===== src/rtl/fb_pkg.sv =====
// fb_pkg: shared framebuffer definitions.
//   Default geometry and widths, the frame size, pixel/address types and the
//   arbiter state type used by fb_arbiter and fb_addr_gen.
package fb_pkg;

   localparam int unsigned FB_H_ACTIVE = 640;
   localparam int unsigned FB_V_ACTIVE = 480;
   localparam int unsigned FB_ADDR_W   = 19;
   localparam int unsigned FB_DATA_W   = 8;
   localparam int unsigned FB_PIXELS   = FB_H_ACTIVE * FB_V_ACTIVE;

   typedef logic [FB_DATA_W-1:0] pixel_t;
   typedef logic [FB_ADDR_W-1:0] fb_addr_t;

   typedef enum logic {
      IDLE,
      CLEAR
   } fb_state_e;

endpackage


===== src/rtl/fb_addr_gen.sv =====
// fb_addr_gen: combinational scan position to linear framebuffer address.
//   hcount, vcount : current column / line
//   addr           : vcount*H_ACTIVE + hcount at ADDR_W width
//   active         : position lies inside the visible area
module fb_addr_gen import fb_pkg::*; #(
   parameter int unsigned H_ACTIVE = FB_H_ACTIVE,
   parameter int unsigned V_ACTIVE = FB_V_ACTIVE,
   parameter int unsigned ADDR_W   = FB_ADDR_W
) (
   input  logic [9:0]        hcount,
   input  logic [9:0]        vcount,
   output logic [ADDR_W-1:0] addr,
   output logic              active
);

   always_comb begin
      active = (32'(hcount) < H_ACTIVE) && (32'(vcount) < V_ACTIVE);
      addr   = ADDR_W'(vcount) * ADDR_W'(H_ACTIVE) + ADDR_W'(hcount);
   end

endmodule


===== src/rtl/fb_arbiter.sv =====
// fb_arbiter: single-port framebuffer RAM arbiter.
//   Display reads (pix_en inside the active area) own the RAM port every
//   cycle they occur; all other cycles are write slots used either by the
//   pixel writer (wr_req/wr_ack) or by the full-frame clear sequencer.
//   clk, reset      : clock, synchronous active-high reset
//   pix_en, hcount, vcount : pixel strobe and scan position
//   pix_color       : registered display colour, 2 cycles after the strobe
//   wr_req/addr/data, wr_ack : writer request, one-cycle ack on grant
//   clear_start/color, clear_busy, clear_done : hardware fill control
//   mem_addr/we/wdata/rdata  : RAM port (read data 1 cycle after address)
module fb_arbiter import fb_pkg::*; #(
   parameter int unsigned H_ACTIVE = FB_H_ACTIVE,
   parameter int unsigned V_ACTIVE = FB_V_ACTIVE,
   parameter int unsigned ADDR_W   = FB_ADDR_W,
   parameter int unsigned DATA_W   = FB_DATA_W
) (
   input  logic              clk,
   input  logic              reset,
   input  logic              pix_en,
   input  logic [9:0]        hcount,
   input  logic [9:0]        vcount,
   output logic [DATA_W-1:0] pix_color,
   input  logic              wr_req,
   input  logic [ADDR_W-1:0] wr_addr,
   input  logic [DATA_W-1:0] wr_data,
   output logic              wr_ack,
   input  logic              clear_start,
   input  logic [DATA_W-1:0] clear_color,
   output logic              clear_busy,
   output logic              clear_done,
   output logic [ADDR_W-1:0] mem_addr,
   output logic              mem_we,
   output logic [DATA_W-1:0] mem_wdata,
   input  logic [DATA_W-1:0] mem_rdata
);

   localparam int unsigned       PIXELS    = H_ACTIVE * V_ACTIVE;
   localparam logic [ADDR_W-1:0] LAST_ADDR = ADDR_W'(PIXELS - 1);

   fb_state_e         state, state_nxt;
   logic [ADDR_W-1:0] clr_cnt;
   logic [DATA_W-1:0] clr_color;
   logic [ADDR_W-1:0] disp_addr;
   logic              disp_active;
   logic              disp_slot;
   logic              wr_in_range;
   logic              clr_step;
   logic              clr_accept;
   logic              done_nxt;
   logic              rd_pend;
   logic              blank_pend;

   fb_addr_gen #(
      .H_ACTIVE (H_ACTIVE),
      .V_ACTIVE (V_ACTIVE),
      .ADDR_W   (ADDR_W)
   ) u_addr_gen (
      .hcount (hcount),
      .vcount (vcount),
      .addr   (disp_addr),
      .active (disp_active)
   );

   // One extra bit so a frame filling the whole address space still compares.
   assign wr_in_range = {1'b0, wr_addr} < (ADDR_W + 1)'(PIXELS);
   assign disp_slot   = pix_en & disp_active;

   always_comb begin
      state_nxt  = state;
      mem_addr   = '0;
      mem_we     = 1'b0;
      mem_wdata  = '0;
      wr_ack     = 1'b0;
      clr_step   = 1'b0;
      clr_accept = 1'b0;
      done_nxt   = 1'b0;
      clear_busy = (state == CLEAR);

      if (!reset) begin
         if (disp_slot) begin
            mem_addr = disp_addr;
         end else begin
            case (state)
               IDLE: begin
                  if (wr_req) begin
                     wr_ack = 1'b1;
                     if (wr_in_range) begin
                        mem_addr  = wr_addr;
                        mem_we    = 1'b1;
                        mem_wdata = wr_data;
                     end
                  end
               end
               CLEAR: begin
                  mem_addr  = clr_cnt;
                  mem_we    = 1'b1;
                  mem_wdata = clr_color;
                  clr_step  = 1'b1;
                  if (clr_cnt == LAST_ADDR) begin
                     state_nxt = IDLE;
                     done_nxt  = 1'b1;
                  end
               end
               default: ;
            endcase
         end

         // A clear may be accepted in any IDLE cycle, alongside a writer grant.
         if (state == IDLE && clear_start) begin
            state_nxt  = CLEAR;
            clr_accept = 1'b1;
         end
      end
   end

   always_ff @(posedge clk) begin
      if (reset) begin
         state      <= IDLE;
         clr_cnt    <= '0;
         clr_color  <= '0;
         clear_done <= 1'b0;
         rd_pend    <= 1'b0;
         blank_pend <= 1'b0;
         pix_color  <= '0;
      end else begin
         state      <= state_nxt;
         clear_done <= done_nxt;
         rd_pend    <= disp_slot;
         blank_pend <= pix_en & ~disp_active;

         // RAM data arrives the cycle after the read address; blanking is
         // delayed by the same amount so both paths share the 2-cycle latency.
         if (rd_pend) begin
            pix_color <= mem_rdata;
         end else if (blank_pend) begin
            pix_color <= '0;
         end

         if (clr_accept) begin
            clr_cnt   <= '0;
            clr_color <= clear_color;
         end else if (clr_step) begin
            clr_cnt <= clr_cnt + ADDR_W'(1);
         end
      end
   end

endmodule


===== config.mk =====
export PLATFORM = sky130hd
export DESIGN_NAME = fb_arbiter
export DESIGN_NICKNAME = d
export VERILOG_FILES = /design/src/rtl/fb_pkg.sv /design/src/rtl/fb_addr_gen.sv /design/src/rtl/fb_arbiter.sv
export SDC_FILE = /design/constraint.sdc
export NUM_CORES = 1
export LEC_CHECK = 0
export CAP_MARGIN = 20
export CORE_UTILIZATION = 45
export DETAILED_ROUTE_END_ITERATION = 8
export GPL_TIMING_DRIVEN = 0
export PLACE_DENSITY = 0.78
export SLEW_MARGIN = 20
export SYNTH_ARGS = -nofsm -noshare
export SYNTH_HDL_FRONTEND = slang
export SYNTH_SLANG_ARGS = --single-unit

===== constraint.sdc =====
create_clock -name clk -period 2.8 [get_ports clk]
set_input_delay 0.28 -clock clk [delete_from_list [all_inputs] [get_ports clk]]
set_output_delay 0.28 -clock clk [all_outputs]
set_load 0.02 [all_outputs]

==> flow_summary.yaml <==
sta:
  timing.final.crit_share_pct: 97.75
  finalWorstSetupSlack_ns: 0.06293
  worst_clock_skew_ns: 0.009032
  rsz0062_at_grt: "true"
  fin_hold_ws_ns: 0.4659
  max_freq_mhz: 365.4
  tightest_slew_ns: 0.4903
  slew-limit-headroom_pct: 67.31
  timing_max_transition_violations_final: 0
  hold_viol_final: 0
  setup_viol: 0
  finalWorstPathRequiredPeriod_ns: 2.737
clock_tree:
  clkLatencyLatePin_ns: 0.29
  cts-hold-fix-buffers: 0
  tritoncts.num_buffers: 5
  clk_pin_slew_ns: 0.08
  clockRootBuffer: "sky130_fd_sc_hd__clkbuf_8"
  tritoncts_num_sinks: 39
  clock_tree.buffer_depth: 2
  cts-htree-levels: 2
  cts_tree: "done"
floorplanning:
  die_width_microns: 82.14
  chipHeight_microns: 82.14
  placement_rows: 28
  initial_utilization_pct: 47.69
  core_sq_um: 6061
  floorplan.die_area_sq_um: 6747
  io-pin-count: 107
logic_synthesis:
  yosysWarnings: 0
  synth_enable_flop_cells: 0
  synth_cell_type_count: 57
  yosysTopAreaCell: "sky130_fd_sc_hd__dfxtp_1"
  synth.ff_latch_count: 39
  syn_avg_cell_area_sq_um: 8.329
  asyncSetResetFlopFracSynth_pct: 0
  syn_inst: 347
  synth_sequential_area_ratio_pct: 27.01
  synthFlopType: "sky130_fd_sc_hd__dfxtp_1"
  syn_area_sq_um: 2890
  synth_top_area_share_pct: 27.01
  synth_area_leaders: "sky130_fd_sc_hd__dfxtp_1 27%, sky130_fd_sc_hd__ha_1 8.7%, sky130_fd_sc_hd__xor2_1 5.8%"
  synth_net_count: 437
cells_and_area:
  synthToLayoutAreaGrowth_pct: 54.16
  most_common_cell_after_layout_fill_and_taps_aside: "sky130_fd_sc_hd__clkdlybuf4s50_1"
  final_core_util_pct: 73.51
  final_cell_mix: "69 x sky130_fd_sc_hd__clkdlybuf4s50_1, 39 x sky130_fd_sc_hd__dfxtp_1, 36 x sky130_fd_sc_hd__nor2_1"
  design.final.nets: 558
  final_area_sq_um: 4456
  antenna-diode-count: 0
  fillerInstances: 468
  drive_gt1_share_pct: 20.90
power_and_ir_drop:
  irDropWorstVdd_mv: 0.2551
  power_density_nw_per_um2: 381.7
  power_w: 0.001700
  power.sequential.fraction_pct: 33.7
  internal_power_w: 0.001159
  share_clk_of_total_power_pct: 27.7
  cellLeakagePower_nw: 1.784
  power.switching_w: 0.0005416
  p_comb_share_pct: 38.6
  p_sw_share_pct: 31.85
routing:
  route.vias.total: 3178
  firstDrtPassIters: 5
  post_drt_via_cell_ratio: 5.842
  detailedRoute.firstIterationViolations: 215
  drt_drc_violations_left: 0
  drt.antenna.violating_nets: 0
  totalWireLength_mm: 9.044
  post_drt_wl_per_cell_microns: 16.63
placement:
  placed_area_sq_um: 4051
  placement.io_buffers: 106
  detailed_place_hpwl_mm: 6.671
  globalplace.congestion: 0.9603
  preCtsSetupSlack_ns: -1.065
critical_path:
  regToRegSetupSlack_ns: 0.79
  timing.critical_path.required_ns: 2.52
  critPathLaunch: "vcount[9]"
  reg2reg_depth: 7
  crit_path_max_fanout: 3
  critPathMaxStageDelay_ns: 0.53
  worstSetupEndpointType: "output pin"
  crit-reg2reg-launch: "clear_busy"
  worst_path_arrival_time_ns: 2.46
  crit_end: "mem_addr[18]"
  path_cells: "clkdlybuf4s50_1 > ha_1 > ha_1 > or3_1 > o31ai_2 > nand2_1 > a31oi_2 > a311oi_2 > buf_4"
  cp-start-kind: "primary input"
  crit_path_top_delay_cell: "sky130_fd_sc_hd__clkdlybuf4s50_1"
  criticalPathCategory: "primary input to output pin"
  timing.critical_path.mode_cell: "sky130_fd_sc_hd__ha_1"
  critical_path.reg2reg.endpoint: "clr_cnt[8]"
global_routing:
  globalRoute.totalOverflow: 0
  number_of_global_route_vias_before_repair: 3028
  grt.total_usage_pct: 27.05
  grt_max_degree: 14
  antenna_found_initial: 0
  grt_first_pass_wirelength_mm: 13.86
hold_path:
  path_category_of_the_worst_min_delay_check: "flop to flop"
  hold_path.startpoint: "clr_color[4]"
run_status:
  run_status: "finished clean"
run:
  timing.max_cap.violations: 0
==> sequential cells by signal, summed over array words and instances (netlist names) <==
signal and flops:
blank_pend 1, clear_busy 1, clear_done 1, clr_cnt 19
clr_color 8, pix_color 8, rd_pend 1
==> power groups by stage <==
| stage | combinational [W] | sequential, W | clock, W |
|---|---|---|---|
| finish | 0.000657 | 0.000573 | 0.000470 |
| global route | 0.000704 | 0.000575 | 0.000504 |
| CTS | 0.000610 | 0.000573 | 0.000478 |
| detailed placement | 0.000537 | 0.000587 | 0 |
| global placement | 0.000528 | 0.000586 | 0 |
| floorplan | 0.000314 | 0.000589 | 0 |
==> synthesized netlist by cell type (2+ instances only) <==
cell type,instances
sky130_fd_sc_hd__a211oi_1,6
sky130_fd_sc_hd__ha_1,20
sky130_fd_sc_hd__o22ai_1,2
sky130_fd_sc_hd__dfxtp_1,39
sky130_fd_sc_hd__a211oi_2,2
sky130_fd_sc_hd__xor2_1,19
sky130_fd_sc_hd__mux2i_1,6
sky130_fd_sc_hd__and3_1,9
sky130_fd_sc_hd__nand4_1,8
sky130_fd_sc_hd__clkbuf_1,6
sky130_fd_sc_hd__fa_1,2
sky130_fd_sc_hd__nor3b_1,10
sky130_fd_sc_hd__or2_1,3
sky130_fd_sc_hd__a22o_1,8
sky130_fd_sc_hd__and4_1,2
sky130_fd_sc_hd__o21ai_0,5
sky130_fd_sc_hd__nor4bb_1,2
sky130_fd_sc_hd__a31oi_1,4
sky130_fd_sc_hd__buf_2,4
sky130_fd_sc_hd__inv_1,13
sky130_fd_sc_hd__buf_6,5
sky130_fd_sc_hd__nand2_1,34
sky130_fd_sc_hd__a221oi_1,5
sky130_fd_sc_hd__a311oi_1,2
sky130_fd_sc_hd__a21oi_1,22
sky130_fd_sc_hd__nand2b_1,2
sky130_fd_sc_hd__a21o_1,2
sky130_fd_sc_hd__nor2b_1,4
sky130_fd_sc_hd__xnor2_1,10
sky130_fd_sc_hd__nor3_1,7
sky130_fd_sc_hd__a222oi_1,6
sky130_fd_sc_hd__o21ai_1,5
sky130_fd_sc_hd__nor2_1,38
sky130_fd_sc_hd__nand3_1,11
sky130_fd_sc_hd__and2_1,2
==> critical path, delay by kind of cell <==
| kind | cells | cell delay (ns) |
|---|---|---|
| buffers and inverters | 2 | 0.70 |
| and+or+nand+nor | 2 | 0.49 |
| AOI/OAI and AO/OA | 3 | 0.49 |
| adders and majority gates | 2 | 0.49 |
==> kinds of logic after synthesis <==
logic type,Yosys count,synth area share (%)
and+or+nand+nor,141,25.93
AOI/OAI and AO/OA,78,19.91
DFF,39,27.01
buffers and inverters,31,5.671
xor gates and xnor gates,30,9.351
adders and majority gates,22,10.04
muxes,6,2.078
==> stage by stage <==
step	TNS (ns)	std cells
final	0	544
after global routing	-0.07963	544
after global placement	-12.85	528
after floorplan	0	347
after CTS	0	540
after detailed placement	-13.83	528
==> repair_timing <==
item,in CTS,in global routing
setup endpoints to repair,27,10
gates resized for setup,112,37
setup buffers,4,4
pin swaps,18,7
==> area by class of cell <==
cell class,instances,area (sq um),area share [%]
Clock buffer,5,68.82,1.545
Multi-Input combinational cell,277,2255,50.60
Inverter,13,48.80,1.095
Clock inverter,3,43.79,0.9829
Tap cell,75,93.84,2.106
Buffer,18,118.9,2.668
Sequential cell,39,780.7,17.52
Timing Repair Buffer,114,1046,23.48
==> worst min path at each step <==
stage / to / cells after the start
6_report: clr_color[4] / 2
5_1_grt: clr_color[4] / 2
4_1_cts: clr_color[4] / 2
3_5_place_dp: clr_color[4] / 2
3_3_place_gp: clr_color[5] / 2
2_1_floorplan: clr_color[0] / 2
==> per-layer routing <==
| layer | vias up | routed length, microns | GRT usage (%) |
|---|---|---|---|
| li1 | 1504 | - | - |
| met1 | 1500 | 3575 | 31.85 |
| met2 | 164 | 4460 | 48.76 |
| met3 | 10 | 879 | 5.714 |
| met4 | 0 | 129 | 8.246 |
| met5 | - | 0 | 0 |
(Power assumes the default switching activity.)
